==> config.mk <==
export PLATFORM = sky130hd
export DESIGN_NAME = zone_mean_fifo
export DESIGN_NICKNAME = d
export VERILOG_FILES = /design/src/rtl/zone_mean_pkg.sv /design/src/rtl/sync_fifo_fwft.sv /design/src/rtl/zone_mean_fifo.sv
export SDC_FILE = /design/constraint.sdc
export NUM_CORES = 1
export LEC_CHECK = 0
export CORE_MARGIN = 2
export CORE_UTILIZATION = 30
export DETAILED_ROUTE_END_ITERATION = 6
export SYNTH_ARGS = -nofsm -noshare
export SYNTH_HDL_FRONTEND = slang
export SYNTH_SLANG_ARGS = --single-unit
==> constraint.sdc <==
create_clock -name clk -period 4.72 [get_ports clk]
set_input_delay 0.472 -clock clk [delete_from_list [all_inputs] [get_ports clk]]
set_output_delay 0.472 -clock clk [all_outputs]
set_load 0.03 [all_outputs]
==> src/rtl/zone_mean_pkg.sv <==
// ---------------------------------------------------------------------------
// zone_mean_pkg
// Shared definitions for the zone-mean row buffer: default geometry, the
// width of the optional drop counter and the replay FSM state type.
// ---------------------------------------------------------------------------
package zone_mean_pkg;

  localparam int DEF_DW     = 24;  // zone mean width
  localparam int DEF_ZONES  = 40;  // zones kept per row
  localparam int DEF_STRIDE = 42;  // samples per burst period
  localparam int DEF_DEPTH  = 64;  // FIFO entries (power of 2)

  localparam int DROP_CNT_W = 16;  // saturating dropped-push counter width

  typedef enum logic {
    IDLE  = 1'b0,
    BURST = 1'b1
  } state_e;

endpackage : zone_mean_pkg

==> src/rtl/sync_fifo_fwft.sv <==
// ---------------------------------------------------------------------------
// sync_fifo_fwft
// Single-clock first-word-fall-through FIFO. The head entry is presented on
// dout combinationally from the storage array, so a word written into an
// empty FIFO is readable the cycle after the write.
//
// Ports:
//   clk, rst_n  clock, synchronous active-low reset
//   clear       synchronous flush, wins over write/read in the same cycle
//   wr_req      write request; taken when not full, or when full and a read
//               happens in the same cycle
//   din         write data
//   rd_req      read (pop) request; ignored while empty
//   dout        head entry (undefined while empty)
//   full/empty  level == DEPTH / level == 0
//   level       number of entries held
// ---------------------------------------------------------------------------
module sync_fifo_fwft #(
  parameter  int DW    = 24,
  parameter  int DEPTH = 64,
  localparam int AW    = $clog2(DEPTH)
) (
  input  logic          clk,
  input  logic          rst_n,
  input  logic          clear,
  input  logic          wr_req,
  input  logic [DW-1:0] din,
  input  logic          rd_req,
  output logic [DW-1:0] dout,
  output logic          full,
  output logic          empty,
  output logic [AW:0]   level
);

  localparam logic [AW:0] LEVEL_FULL = (AW + 1)'(DEPTH);

  logic [DW-1:0] mem_q [DEPTH];
  logic [AW-1:0] wr_ptr_q, wr_ptr_d;
  logic [AW-1:0] rd_ptr_q, rd_ptr_d;
  logic [AW:0]   level_q,  level_d;
  logic          wr_en, rd_en;

  assign full  = (level_q == LEVEL_FULL);
  assign empty = (level_q == '0);
  assign level = level_q;
  assign dout  = mem_q[rd_ptr_q];

  // A write into a full FIFO is only safe when the head leaves in the same
  // cycle, freeing the slot the write pointer is about to overwrite.
  assign rd_en = rd_req & ~empty;
  assign wr_en = wr_req & (~full | rd_en);

  always_comb begin
    wr_ptr_d = wr_ptr_q;
    rd_ptr_d = rd_ptr_q;
    level_d  = level_q;
    if (clear) begin
      wr_ptr_d = '0;
      rd_ptr_d = '0;
      level_d  = '0;
    end else begin
      // Pointers wrap naturally because DEPTH is a power of 2.
      if (wr_en) wr_ptr_d = wr_ptr_q + 1'b1;
      if (rd_en) rd_ptr_d = rd_ptr_q + 1'b1;
      case ({wr_en, rd_en})
        2'b10:   level_d = level_q + 1'b1;
        2'b01:   level_d = level_q - 1'b1;
        default: level_d = level_q;
      endcase
    end
  end

  // NOTE: state registers use non-blocking assignments so every flop samples
  // the pre-edge values computed above, independent of block ordering.
  always_ff @(posedge clk) begin
    if (!rst_n) begin
      wr_ptr_q <= '0;
      rd_ptr_q <= '0;
      level_q  <= '0;
    end else begin
      wr_ptr_q <= wr_ptr_d;
      rd_ptr_q <= rd_ptr_d;
      level_q  <= level_d;
    end
  end

  // NOTE: the storage array is deliberately not reset; an entry is only
  // visible once level covers it, so its power-up contents never escape.
  always_ff @(posedge clk) begin
    if (wr_en && !clear) mem_q[wr_ptr_q] <= din;
  end

endmodule : sync_fifo_fwft

==> src/rtl/zone_mean_fifo.sv <==
// ---------------------------------------------------------------------------
// zone_mean_fifo
// Per-row zone-mean buffer for the local-dimming path. Keeps the first ZONES
// samples of every STRIDE-long valid burst, buffers them in a FWFT FIFO and
// replays one row of ZONES entries per rd_start over valid/ready, tagged
// with the zone index and a last-of-row flag.
//
// Ports:
//   clk, rst_n   clock, synchronous active-low reset
//   clear        synchronous flush: FIFO empty, FSM IDLE, capture count 0
//   din_valid    sample qualifier; low restarts the capture count
//   din          zone mean sample
//   rd_start     pulse requesting replay of one row (ignored while busy)
//   dout_valid   dout holds a valid entry of the current row
//   dout_ready   consumer accepts dout
//   dout         FIFO head
//   dout_zone    zone index of dout within the replay row
//   dout_last    dout is the final zone of the row
//   busy         replay row in progress
//   full, empty, level   FIFO status
//
// Optional build macro ZONE_MEAN_FIFO_STATS_EN adds:
//   overflow     sticky, set on any dropped push
//   drop_cnt     saturating count of dropped pushes
//   underrun     sticky, set on any cycle spent in a row with the FIFO empty
// ---------------------------------------------------------------------------
module zone_mean_fifo
  import zone_mean_pkg::*;
#(
  parameter  int DW     = DEF_DW,
  parameter  int ZONES  = DEF_ZONES,
  parameter  int STRIDE = DEF_STRIDE,
  parameter  int DEPTH  = DEF_DEPTH,
  localparam int AW     = $clog2(DEPTH),
  localparam int ZW     = (STRIDE > 1) ? $clog2(STRIDE) : 1
) (
  input  logic          clk,
  input  logic          rst_n,
  input  logic          clear,
  input  logic          din_valid,
  input  logic [DW-1:0] din,
  input  logic          rd_start,
  output logic          dout_valid,
  input  logic          dout_ready,
  output logic [DW-1:0] dout,
  output logic [ZW-1:0] dout_zone,
  output logic          dout_last,
  output logic          busy,
  output logic          full,
  output logic          empty,
  output logic [AW:0]   level
`ifdef ZONE_MEAN_FIFO_STATS_EN
  ,
  output logic                  overflow,
  output logic [DROP_CNT_W-1:0] drop_cnt,
  output logic                  underrun
`endif
);

  localparam logic [ZW-1:0] ZONE_LAST   = ZW'(ZONES - 1);
  localparam logic [ZW-1:0] STRIDE_LAST = ZW'(STRIDE - 1);

  state_e        state_q,   state_d;
  logic [ZW-1:0] rd_zone_q, rd_zone_d;
  logic [ZW-1:0] cap_cnt_q, cap_cnt_d;
  logic          push_req;
  logic          pop;

  // ---------------- capture ----------------
  // The push decision uses the count *before* this sample is counted, so the
  // sample arriving with cap_cnt == k is burst position k.
  assign push_req = din_valid & (cap_cnt_q <= ZONE_LAST);

  always_comb begin
    cap_cnt_d = cap_cnt_q;
    if (clear || !din_valid)          cap_cnt_d = '0;
    else if (cap_cnt_q == STRIDE_LAST) cap_cnt_d = '0;
    else                               cap_cnt_d = cap_cnt_q + 1'b1;
  end

  // ---------------- storage ----------------
  sync_fifo_fwft #(
    .DW    (DW),
    .DEPTH (DEPTH)
  ) u_fifo (
    .clk    (clk),
    .rst_n  (rst_n),
    .clear  (clear),
    .wr_req (push_req),
    .din    (din),
    .rd_req (pop),
    .dout   (dout),
    .full   (full),
    .empty  (empty),
    .level  (level)
  );

  // ---------------- replay FSM ----------------
  assign busy       = (state_q == BURST);
  assign dout_valid = busy & ~empty;
  assign pop        = dout_valid & dout_ready;
  assign dout_zone  = rd_zone_q;
  assign dout_last  = busy & (rd_zone_q == ZONE_LAST);

  // NOTE: every output of this block gets a default first, so no path can
  // leave a value unassigned and infer a latch.
  always_comb begin
    state_d   = state_q;
    rd_zone_d = rd_zone_q;
    if (clear) begin
      state_d   = IDLE;
      rd_zone_d = '0;
    end else begin
      case (state_q)
        IDLE: begin
          if (rd_start) begin
            state_d   = BURST;
            rd_zone_d = '0;
          end
        end
        BURST: begin
          // rd_start is not looked at here: a request during a row is lost.
          if (pop) begin
            if (rd_zone_q == ZONE_LAST) begin
              state_d   = IDLE;
              rd_zone_d = '0;
            end else begin
              rd_zone_d = rd_zone_q + 1'b1;
            end
          end
        end
        default: begin
          state_d   = IDLE;
          rd_zone_d = '0;
        end
      endcase
    end
  end

  always_ff @(posedge clk) begin
    if (!rst_n) begin
      state_q   <= IDLE;
      rd_zone_q <= '0;
      cap_cnt_q <= '0;
    end else begin
      state_q   <= state_d;
      rd_zone_q <= rd_zone_d;
      cap_cnt_q <= cap_cnt_d;
    end
  end

`ifdef ZONE_MEAN_FIFO_STATS_EN
  // ---------------- statistics ----------------
  logic                  drop;
  logic                  overflow_q, overflow_d;
  logic                  underrun_q, underrun_d;
  logic [DROP_CNT_W-1:0] drop_cnt_q, drop_cnt_d;

  // Mirrors the FIFO write qualifier: a full FIFO only takes a sample when
  // the head is popped in the same cycle.
  assign drop = push_req & full & ~pop;

  always_comb begin
    overflow_d = overflow_q;
    underrun_d = underrun_q;
    drop_cnt_d = drop_cnt_q;
    if (clear) begin
      overflow_d = 1'b0;
      underrun_d = 1'b0;
      drop_cnt_d = '0;
    end else begin
      if (drop) begin
        overflow_d = 1'b1;
        if (drop_cnt_q != '1) drop_cnt_d = drop_cnt_q + 1'b1;
      end
      if (busy && empty) underrun_d = 1'b1;
    end
  end

  always_ff @(posedge clk) begin
    if (!rst_n) begin
      overflow_q <= 1'b0;
      underrun_q <= 1'b0;
      drop_cnt_q <= '0;
    end else begin
      overflow_q <= overflow_d;
      underrun_q <= underrun_d;
      drop_cnt_q <= drop_cnt_d;
    end
  end

  assign overflow = overflow_q;
  assign underrun = underrun_q;
  assign drop_cnt = drop_cnt_q;
`endif

endmodule : zone_mean_fifo

**Yosys cells after proc, flatten, opt, wreduce, memory -nomap -nowiden**

Memories as Yosys holds them, arrays and structs flattened. A register that Yosys moved wholly into a read port is not among the register bits.
Cells that the tools add are included.

- Bits in registers: 32
- Memory bits (writable): 1536
- Input bits: 30
- Output and inout bits: 42
- Word-level logic and storage cells: 54
- Memories kept: 1

Memory list:

| name | words | width | rd ports | clocked after memory_dff | wr ports | RTL line | text |
|---|---|---|---|---|---|---|---|
| u_fifo.mem_q | 64 | 24 | 1 | 1 | 1 | sync_fifo_fwft.sv:37 | `logic [DW-1:0] mem_q [DEPTH];` |

- Add/sub/neg operators: 6
- Order comparisons: 1
- Eq/ne operators: 7
- Multiplexer cells: 13
- Bitwise logic cells: 11
- Reduce and logical (&&, ||, !) cells: 9

Operators with widths:

| cell | count |
|---|---|
| 6-bit two-way mux | 5 |
| 6-bit by 1-bit adder with 6-bit output (second input constant) | 4 |
| 7-bit one-hot mux with 2 select lines | 1 |
| 6-bit equality test (second input constant) | 2 |
| 6-bit one-hot mux with 2 select lines | 1 |
| 7-bit by 1-bit adder with 7-bit output (second input constant) | 1 |
| 7-bit equality test (second input constant) | 1 |
| 7-bit zero test | 1 |
| 7-bit by 1-bit subtractor with 7-bit output (second input constant) | 1 |
| 1-bit AND | 6 |
| 6-bit less-or-equal comparator (second input constant) | 1 |
| 1-bit two-way mux | 5 |
| 1-bit inverter | 4 |
| 3-bit OR reduction | 1 |
| 2-bit by 1-bit equality test with 1-bit output (second input constant) | 1 |
| 2-bit equality test (second input constant) | 1 |
| 1-bit zero test | 2 |
| 2-bit by 1-bit inequality test with 1-bit output (second input constant) | 1 |
| 2-bit inequality test (second input constant) | 1 |
| 1-bit one-hot mux with 2 select lines | 1 |
| 2-bit AND reduction | 1 |
| 2-bit nonzero test | 1 |
| 2-bit OR reduction | 1 |
| 1-bit logical AND | 1 |
| 2 further kinds | 2 |

**Depth between registers and ports, before layout**

Gate-level depths: netlist of the first run.

- Word-level depth: 10
- Gate-level depth with buffers: 13

**Modules after synthesis**

A second synthesis of the first run with hierarchy kept.

- Cells, all modules: 2696
- Area, all modules: 60251.5 um^2

By module, submodules not included:

| module | instances | cells each | area each (um^2) | sequential area each (um^2) |
|---|---|---|---|---|
| sync_fifo_fwft | 1 | 2626 | 59617.2 | 46624.7 |
| zone_mean_fifo | 1 | 70 | 634.4 | 260.2 |

**Worst setup path before layout of the first run**

OpenSTA, ideal clock, no wires.

- Path type: register -> register
- Start point: reg u_fifo.level_q[0] (netlist: u_fifo.level[0])
- End point: mem u_fifo.mem_q[56][0] (enable)
- Library setup time: 405 ps
- Arrival time: 2800 ps
- Slack: 1515 ps
- Stages on the path, launching flop included: 9
- Path through: dfxtp_1 nor2_1 nand4_1 and2_1 buf_4 inv_1 or4b_1 buf_2 nor2_1

- Cells in the longest elaborated chain, start to end: 10
- Elaborated cells on any way between the ends: 12
- Classes of those cells: eq/ne: 1; mux: 2; bitwise: 7; reduce/logical: 2

RTL lines:

| element | RTL line | text |
|---|---|---|
| from (decl) | sync_fifo_fwft.sv:40 | `logic [AW:0] level_q, level_d;` |
| from (signal assigned) | sync_fifo_fwft.sv:83 | `level_q <= level_d;` |
| 7-bit zero test | sync_fifo_fwft.sv:44 | `assign empty = (level_q == '0);` |
| 1-bit inverter | sync_fifo_fwft.sv:50, zone_mean_fifo.sv:100 |  |
| 1-bit AND | zone_mean_fifo.sv:100 | `assign dout_valid = busy & ~empty;` |
| 1-bit AND | zone_mean_fifo.sv:101 | `assign pop = dout_valid & dout_ready;` |
| 1-bit AND | sync_fifo_fwft.sv:50 | `assign rd_en = rd_req & ~empty;` |
| 1-bit OR (*) | sync_fifo_fwft.sv:51 | `assign wr_en = wr_req & (~full \| rd_en);` |
| 1-bit AND (*) | sync_fifo_fwft.sv:51 |  |
| 1-bit logical AND (*) | sync_fifo_fwft.sv:90 | `if (wr_en && !clear) mem_q[wr_ptr_q] <= din;` |
| 1-bit two-way mux (*) | sync_fifo_fwft.sv:90 |  |
| 1-bit two-way mux (not written as such) (*) | sync_fifo_fwft.sv:90 |  |
| to (decl) | sync_fifo_fwft.sv:37 |  |

Every way passes the cells marked *; elsewhere a longest branch is shown, timed or not.

==> metrics.md, run 1 <==
| Metric | Value |
|---|---|
| Reg2Reg Launch Point | u_fifo.level[3] |
| Fin crit share | 96.44% |
| FF-to-FF setup slack | 990 ps |
| Dpl ws | 673.0 ps |
| Root buffer selected by CTS | clkbuf_16 |
| Startpoint types | flip-flop |
| Maximum fanout along the worst path | 29 |
| Placed cell area | 66,030 µm² |
| Pleak | 21.05 nW |
| Fin. max-slew vios | 0 |
| Setup-failing EPs final | 0 |
| WP data required | 4250 ps |
| Largest net degree at the start of global routing | 78 |
| Top delay family on crit path | buffers and inverters |
| Hold WC Path Type | input port to flip-flop |
| Die area | 206,700 µm² |
| Max VDD drop | 0.3335 mV |
| Die W | 454.7 µm |
| CP Buf/Inv Count | 3 |
| Total gr overflow | 0 |
| Crit-path slowest cell | clkdlybuf4s50_1 |
| CP Depth | 8 |
| Setup TNS | 0 ps |
| Final Hold Viols | 0 |
| Vias per std cell | 5.013 |
| RSZ-0062 raised after global routing | false |
| Critical Path AT | 4080 ps |
| Syn_nets | 2,927 |
| Synth async-reset ratio | 0% |
| Total CTS buffers | 157 |
| Clock Sinks | 1,574 |
| Register area share after synthesis | 76.94% |
| Top-level port count | 72 |
| Antenna-violating nets left | 0 |
| Via count | 29.84k |
| Buffers on Ports | 71 |
| H-tree depth | 4 |
| EDFF count, synth | 1,536 |
| Crit path top cell by count | nor3_1 |
| Area occupied by multi-input gates | 13,340 µm² |
| FF/Latch Area | 46,900 µm² |
| Final net count | 3,192 |
| Yosys warning total | 0 |
| Placed cell count | 5,655 |
| Critical Path Max Stage Delay | 680 ps |
| Final Non-Filler Cells | 5,953 |
| Hold buffers post-CTS | 0 |
| CTS tree | yes |
| Max-cap check violation count | 0 |
| Design area | 71,170 µm² |
| Peak Freq | 219.7 MHz |
| Mapped cell area | 60,940 µm² |
| Routed len/inst | 25.75 µm |
| Outcome | finished clean |
| Placer Congestion | 0.7657 |
| Share of layout cells above drive strength 1 | 26.41% |
| Critical path endpoint category | output pin |
| Critical path class | flip-flop to output pin |
| CORE AREA | 202,100 µm² |
| Critical Path End | dout[20] |
| Critical R2R Capture | u_fifo.level[6] |
| Total Wirelength | 153,300 µm |
| Global-route wire length before repair | 220,200 µm |
| Gate count after technology mapping | 2,885 |
| Fill cells | 18.45k |
| Post-Route Skew | 43.71 ps |
| R2r worst-path depth | 11 |
| DR pass1 iterations | 5 |
| Minimum clock period after layout | 4552 ps |
| Starting Density | 30.15% |
| Initial antenna violation count | 8 |
| DRC | 0 |
| Least-Margin Pin Slew | 1287 ps |
| Area Overhead vs Synth | 16.79% |
| FP Rows | 165 |
| Hold slack | 295.2 ps |
| Latest clock arrival within the worst-skew pair | 810 ps |
| Slew headroom | 14.20% |
| 1st-iter DRT viols | 3,223 |
| Worst-path cell chain | buf_12 > buf_4 > mux4_2 > nor3_1 > nor3_1 > o21ai_1 > o221ai_1 > clkdlybuf4s50_1 |
| Total GRT Usage | 14.68% |
| P per Cell Area | 392.5 nW/µm² |
| Final core occ | 35.21% |
| Setup slack after layout | 168.1 ps |
| Hold path start | rd_start |
| Syn avg cell area | 21.12 µm² |
| Vias in the first global route | 30.01k |
| Die Ht | 454.7 µm |
| DPL Wire Length | 90,070 µm |
| Clk buf depth | 3 |
| Netlist cell types | 62 |
| #FFs+latches synth | 1,574 |
| Main flop type after synthesis | edfxtp_1 |
| Final Power | 27.93 mW |
| Clock-pin slew on the worst setup and hold paths | 60 ps |
worst reg2reg max path: stages (launching register included):
cell      delay [ps]
dfxtp_1          350
nor4_1           520
nand4_1          450
and2_1           400
inv_1            250
ha_1             390
ha_1             330
nor2b_1          140
o21a_1           190
o21a_1           190
o211ai_1         230
mux2i_1          210
layer usage:
metal | global-route usage (%) | part of all wire (%)
met2 | 25.15 | 51
met4 | 4.041 | 2.3
met5 | 0 | 0.022
met1 | 19.31 | 41
met3 | 2.311 | 5.8
placed cells by master, fill, tap and decap left out, types with 15 or more instances in the layout:
| cell type | netlist | routed |
|---|---|---|
| buf_2 | 60 | 24 |
| a21oi_1 | 53 | 53 |
| buf_4 | 38 | 167 |
| clkinv_1 | 1 | 37 |
| o21ai_1 | 9 | 15 |
| mux2_2 | 18 | 18 |
| mux2i_1 | 168 | 168 |
| edfxtp_1 | 1536 | 1536 |
| dfxtp_1 | 38 | 33 |
| clkbuf_16 | 0 | 157 |
| a22oi_1 | 67 | 67 |
| nor2_2 | 0 | 35 |
| mux4_2 | 325 | 325 |
| nor2_1 | 153 | 88 |
| a221oi_1 | 21 | 21 |
| clkbuf_1 | 42 | 36 |
| o21ai_0 | 32 | 26 |
| o221ai_1 | 26 | 26 |
| nand2_1 | 40 | 40 |
| clkinv_2 | 0 | 27 |
| clkdlybuf4s50_1 | 0 | 43 |
| a211oi_1 | 16 | 16 |
| nand4_1 | 21 | 21 |
| buf_12 | 4 | 33 |
| nor3_1 | 32 | 32 |
| nor2b_1 | 25 | 25 |
| nor2_4 | 0 | 30 |
sequential cells by signal, summed over array words and instances (netlist names), named ones only:
register / flops
u_fifo.wr_ptr_q: 6
cap_cnt_q: 6
u_fifo.rd_ptr_q: 6
busy: 1
u_fifo.mem_q: 1536
u_fifo.level: 7
dout_zone: 6
Yosys cell counts, drive strengths merged (2+ instances only):
cell | instances | area, µm²
edfxtp | 1536 | 46120
mux4 | 329 | 7425
mux2i | 168 | 1682
nor2 | 153 | 574.3
buf | 121 | 819.5
a22oi | 67 | 503.0
a21oi | 53 | 265.3
clkbuf | 43 | 162.7
o21ai | 41 | 205.2
nand2 | 40 | 150.1
dfxtp | 38 | 760.7
nor3 | 32 | 160.2
o221ai | 26 | 227.7
nor2b | 25 | 156.4
a221oi | 21 | 183.9
nand4 | 21 | 131.4
mux2 | 18 | 202.7
a211oi | 17 | 132.6
ha | 11 | 137.6
inv | 11 | 41.29
nand3 | 11 | 55.05
xor2 | 11 | 96.34
a22o | 7 | 61.31
and3 | 7 | 43.79
and2 | 6 | 37.54
o211ai | 6 | 45.04
xnor2 | 6 | 52.55
nand4b | 5 | 43.79
or2 | 5 | 31.28
or3 | 5 | 31.28
and3b | 4 | 35.03
nor4b | 4 | 53.80
a211o | 3 | 26.28
a31oi | 3 | 18.77
nand2b | 3 | 18.77
nand3b | 3 | 22.52
nor3b | 3 | 22.52
nor4 | 3 | 25.02
nor4bb | 3 | 30.03
o21a | 2 | 15.01
o21bai | 2 | 15.01
or4b | 2 | 20.02
power breakdown:
part	internal, mW	leakage, nW	switching (mW)	total (mW)
Clock	6.74	2.44	5.44	12.2
Sequential	15.3	14.1	0.00652	15.3
Combinational	0.0788	4.49	0.319	0.397
area by class of cell:
class / instances / share of cell area [%]
multi-input cells: 1135 / 18.75
clock buffers: 194 / 5.729
inverters: 12 / 0.06329
well taps: 2672 / 4.697
diodes: 2 / 0.007032
repair buffers: 270 / 3.527
flip-flops and latches: 1574 / 65.90
clock inverters: 94 / 1.327
repair_timing:
action                                  in CTS  in global routing
setup buffers                                2                  6
gates resized for setup                      6                  4
endpoints found under the setup margin      13                  7
cells by family after synthesis:
logic type | share of synthesized area [%]
buffers and inverters | 1.686
AND/OR/NAND/NOR | 2.727
XOR/XNOR | 0.2443
multiplexers | 15.28
adder cells (fa/ha/maj) | 0.2587
AO/OA/AOI/OAI | 2.868
flip-flops | 76.94
worst min path at each step:
| stage | endpoint | slack [ps] | cells past startpoint |
|---|---|---|---|
| 6_report | busy | 300 | 3 |
| 5_1_grt | busy | 300 | 3 |
| 4_1_cts | busy | 230 | 3 |
| 3_5_place_dp | cap_cnt_q[0] | 460 | 1 |
| 3_3_place_gp | cap_cnt_q[0] | 450 | 1 |
| 2_1_floorplan | cap_cnt_q[0] | 430 | 1 |
No activity file was read; power rests on OpenSTA's default activity.
==> inputs of run 2 (changes only) <==
CORE_UTILIZATION = 32   (was 30)
SLEW_MARGIN = 20   (was not set)
==> metrics.md, run 2 (same netlist as run 1, synthesis figures left out) <==
| Metric | Value |
|---|---|
| Outcome | finished clean |
| Starting Density | 32.11% |
| Max-cap check violation count | 0 |
| Initial antenna violation count | 4 |
| Startpoint types | flip-flop |
| Placer Congestion | 0.7936 |
| WHS Path Cells | 1 |
| Most common cell after layout, fill and taps aside | edfxtp_1 |
| Biggest register | u_fifo.mem_q |
| Hold path start | din[16] |
| Fin crit share | 96.58% |
| FF/Latch Area | 46,900 µm² |
| Slew headroom | 30.41% |
| Final Power | 27.97 mW |
| Crit path top cell by count | buf_4 |
| Clock-pin slew on the worst setup and hold paths | 60 ps |
| Area occupied by multi-input gates | 13,230 µm² |
| Setup slack after layout | 161.3 ps |
| FP Rows | 160 |
| H-tree depth | 4 |
| Clk buf depth | 3 |
| Top-level port count | 72 |
| Leading cell types in the layout, fill and taps excluded | 1,536 x edfxtp_1, 325 x mux4_2, 185 x buf_4 |
| Final net count | 3,178 |
| Least-Margin Pin Slew | 1030 ps |
| Hold Crit Endpoint | u_fifo.mem_q[22][16] |
| Vias per std cell | 5.185 |
| Total gr overflow | 0 |
| Vias in the first global route | 30.26k |
| Critical path endpoint category | output pin |
| Fill cells | 17.17k |
| DR pass1 iterations | 6 |
| Total GRT Usage | 15.92% |
| Critical R2R Capture | u_fifo.level[6] |
| Total CTS buffers | 160 |
| Via count | 29.94k |
| Critical Path AT | 4090 ps |
| WP data required | 4250 ps |
| Die W | 440.4 µm |
| Maximum fanout along the worst path | 33 |
| Hold buffers post-CTS | 0 |
| R2r worst-path depth | 11 |
| Crit-path slowest cell | dfxtp_4 |
| Max reg flops | 1,536 |
| FF-to-FF setup slack | 1270 ps |
| Hold WC Path Type | input port to flip-flop |
| Fin. max-slew vios | 0 |
| Root buffer selected by CTS | clkbuf_16 |
| Peak Freq | 219.4 MHz |
| Share of layout cells above drive strength 1 | 26.56% |
| Critical path class | flip-flop to output pin |
| Reg2Reg Launch Point | u_fifo.level[3] |
| DRC | 0 |
| Final Hold Viols | 0 |
| Die area | 193,900 µm² |
| Routed len/inst | 27.00 µm |
| Worst-path cell chain | buf_4 > buf_4 > mux4_2 > o21ai_0 > a221oi_1 > buf_4 > o21ai_0 > o221ai_1 > buf_4 |
| Global-route wire length before repair | 221,900 µm |
| Total Wirelength | 155,900 µm |
| Area Overhead vs Synth | 15.94% |
| Setup-failing EPs final | 0 |
| Minimum clock period after layout | 4559 ps |
| Placed cell area | 65,580 µm² |
| Design area | 70,650 µm² |
| Setup TNS | 0 ps |
| Clock Sinks | 1,574 |
| RSZ-0062 raised after global routing | false |
| P per Cell Area | 395.9 nW/µm² |
| DPL Wire Length | 90,880 µm |
| Latest clock arrival within the worst-skew pair | 800 ps |
| 1st-iter DRT viols | 3,116 |
| Dpl ws | 662.4 ps |
| CTS tree | yes |
| Max VDD drop | 0.4211 mV |
| Antenna-violating nets left | 0 |
| Pleak | 20.95 nW |
| CORE AREA | 189,800 µm² |
| Post-Route Skew | 29.41 ps |
| Largest net degree at the start of global routing | 65 |
| Die Ht | 440.4 µm |
| Buffers on Ports | 71 |
| Critical Path Max Stage Delay | 770 ps |
==> run 2: cell count changes in the layout (fill, tap and decap cells not counted), sizes merged <==
| cell | before | now |
|---|---|---|
| clkbuf | 194 | 204 |
| inv | 20 | 18 |
| diode | 2 | 1 |
| dlygate4sd2 | 2 | 0 |
| clkinv | 75 | 62 |
| clkdlybuf4s50 | 43 | 23 |
| clkinvlp | 2 | 6 |
| buf | 225 | 230 |
==> run 2: through the flow <==
| stage | hold WS [ps] | cells | utilization, % |
|---|---|---|---|
| floorplan | 433.7 | 2885 | - |
| global placement | 445.8 | 5483 | 34.54 |
| detailed placement | 457.2 | 5484 | 34.55 |
| CTS | 191.1 | 5772 | 37.22 |
| global route | 212.0 | 5773 | 37.23 |
| finish | 223.4 | 5773 | 37.23 |
==> run 2: worst max-delay path by stage <==
stage | from | end | slack [ps] | cells after the start
CTS | flip-flop | dout[11] | 20 | 7
global placement | flip-flop | dout[11] | 620 | 7
detailed placement | flip-flop | dout[11] | 660 | 7
floorplan | u_fifo.level[0] | u_fifo.mem_q[56][0] | 1520 | 8
global route | flip-flop | dout[11] | 1 | 7
finish | flip-flop | dout[22] | 160 | 9
==> run 2: power breakdown <==
group / switching, mW / internal (mW) / leakage (nW)
sequential: 0.00714 / 15.3 / 14.1
clock: 5.34 / 6.87 / 2.42
combinational: 0.332 / 0.0796 / 4.41
total: 5.68 / 22.3 / 21.0
==> run 2: cell type report <==
cell class,instances,area share (%)
Timing Repair Buffer,253,3.257
Multi-Input combinational cell,1135,18.73
Clock inverter,83,1.142
Antenna cell,1,0.003542
Inverter,12,0.06376
Clock buffer,204,5.975
Tap cell,2511,4.447
Sequential cell,1574,66.38
==> run 2: layer usage <==
metal  up-vias  share of wire, %  global-route usage (%)
li1      12550                 -                       -
met1     16130                42                   21.46
met2      1061                50                   26.74
met3       200               6.0                   2.471
met4         2               2.2                   4.448
met5         -            0.0083                       0
==> run 2: timing repair <==
action / CTS / global route
setup buffers: 1 / 0
setup endpoints to repair: 3 / 1
gates resized for setup: 1 / 1
==> run 2: worst max-delay path, delay by kind of cell, from the launching register on <==
kind	cells	cell delay [ps]
AO/OA/AOI/OAI	4	1180
buffers and inverters	4	970
flip-flops	1	770
multiplexers	1	340
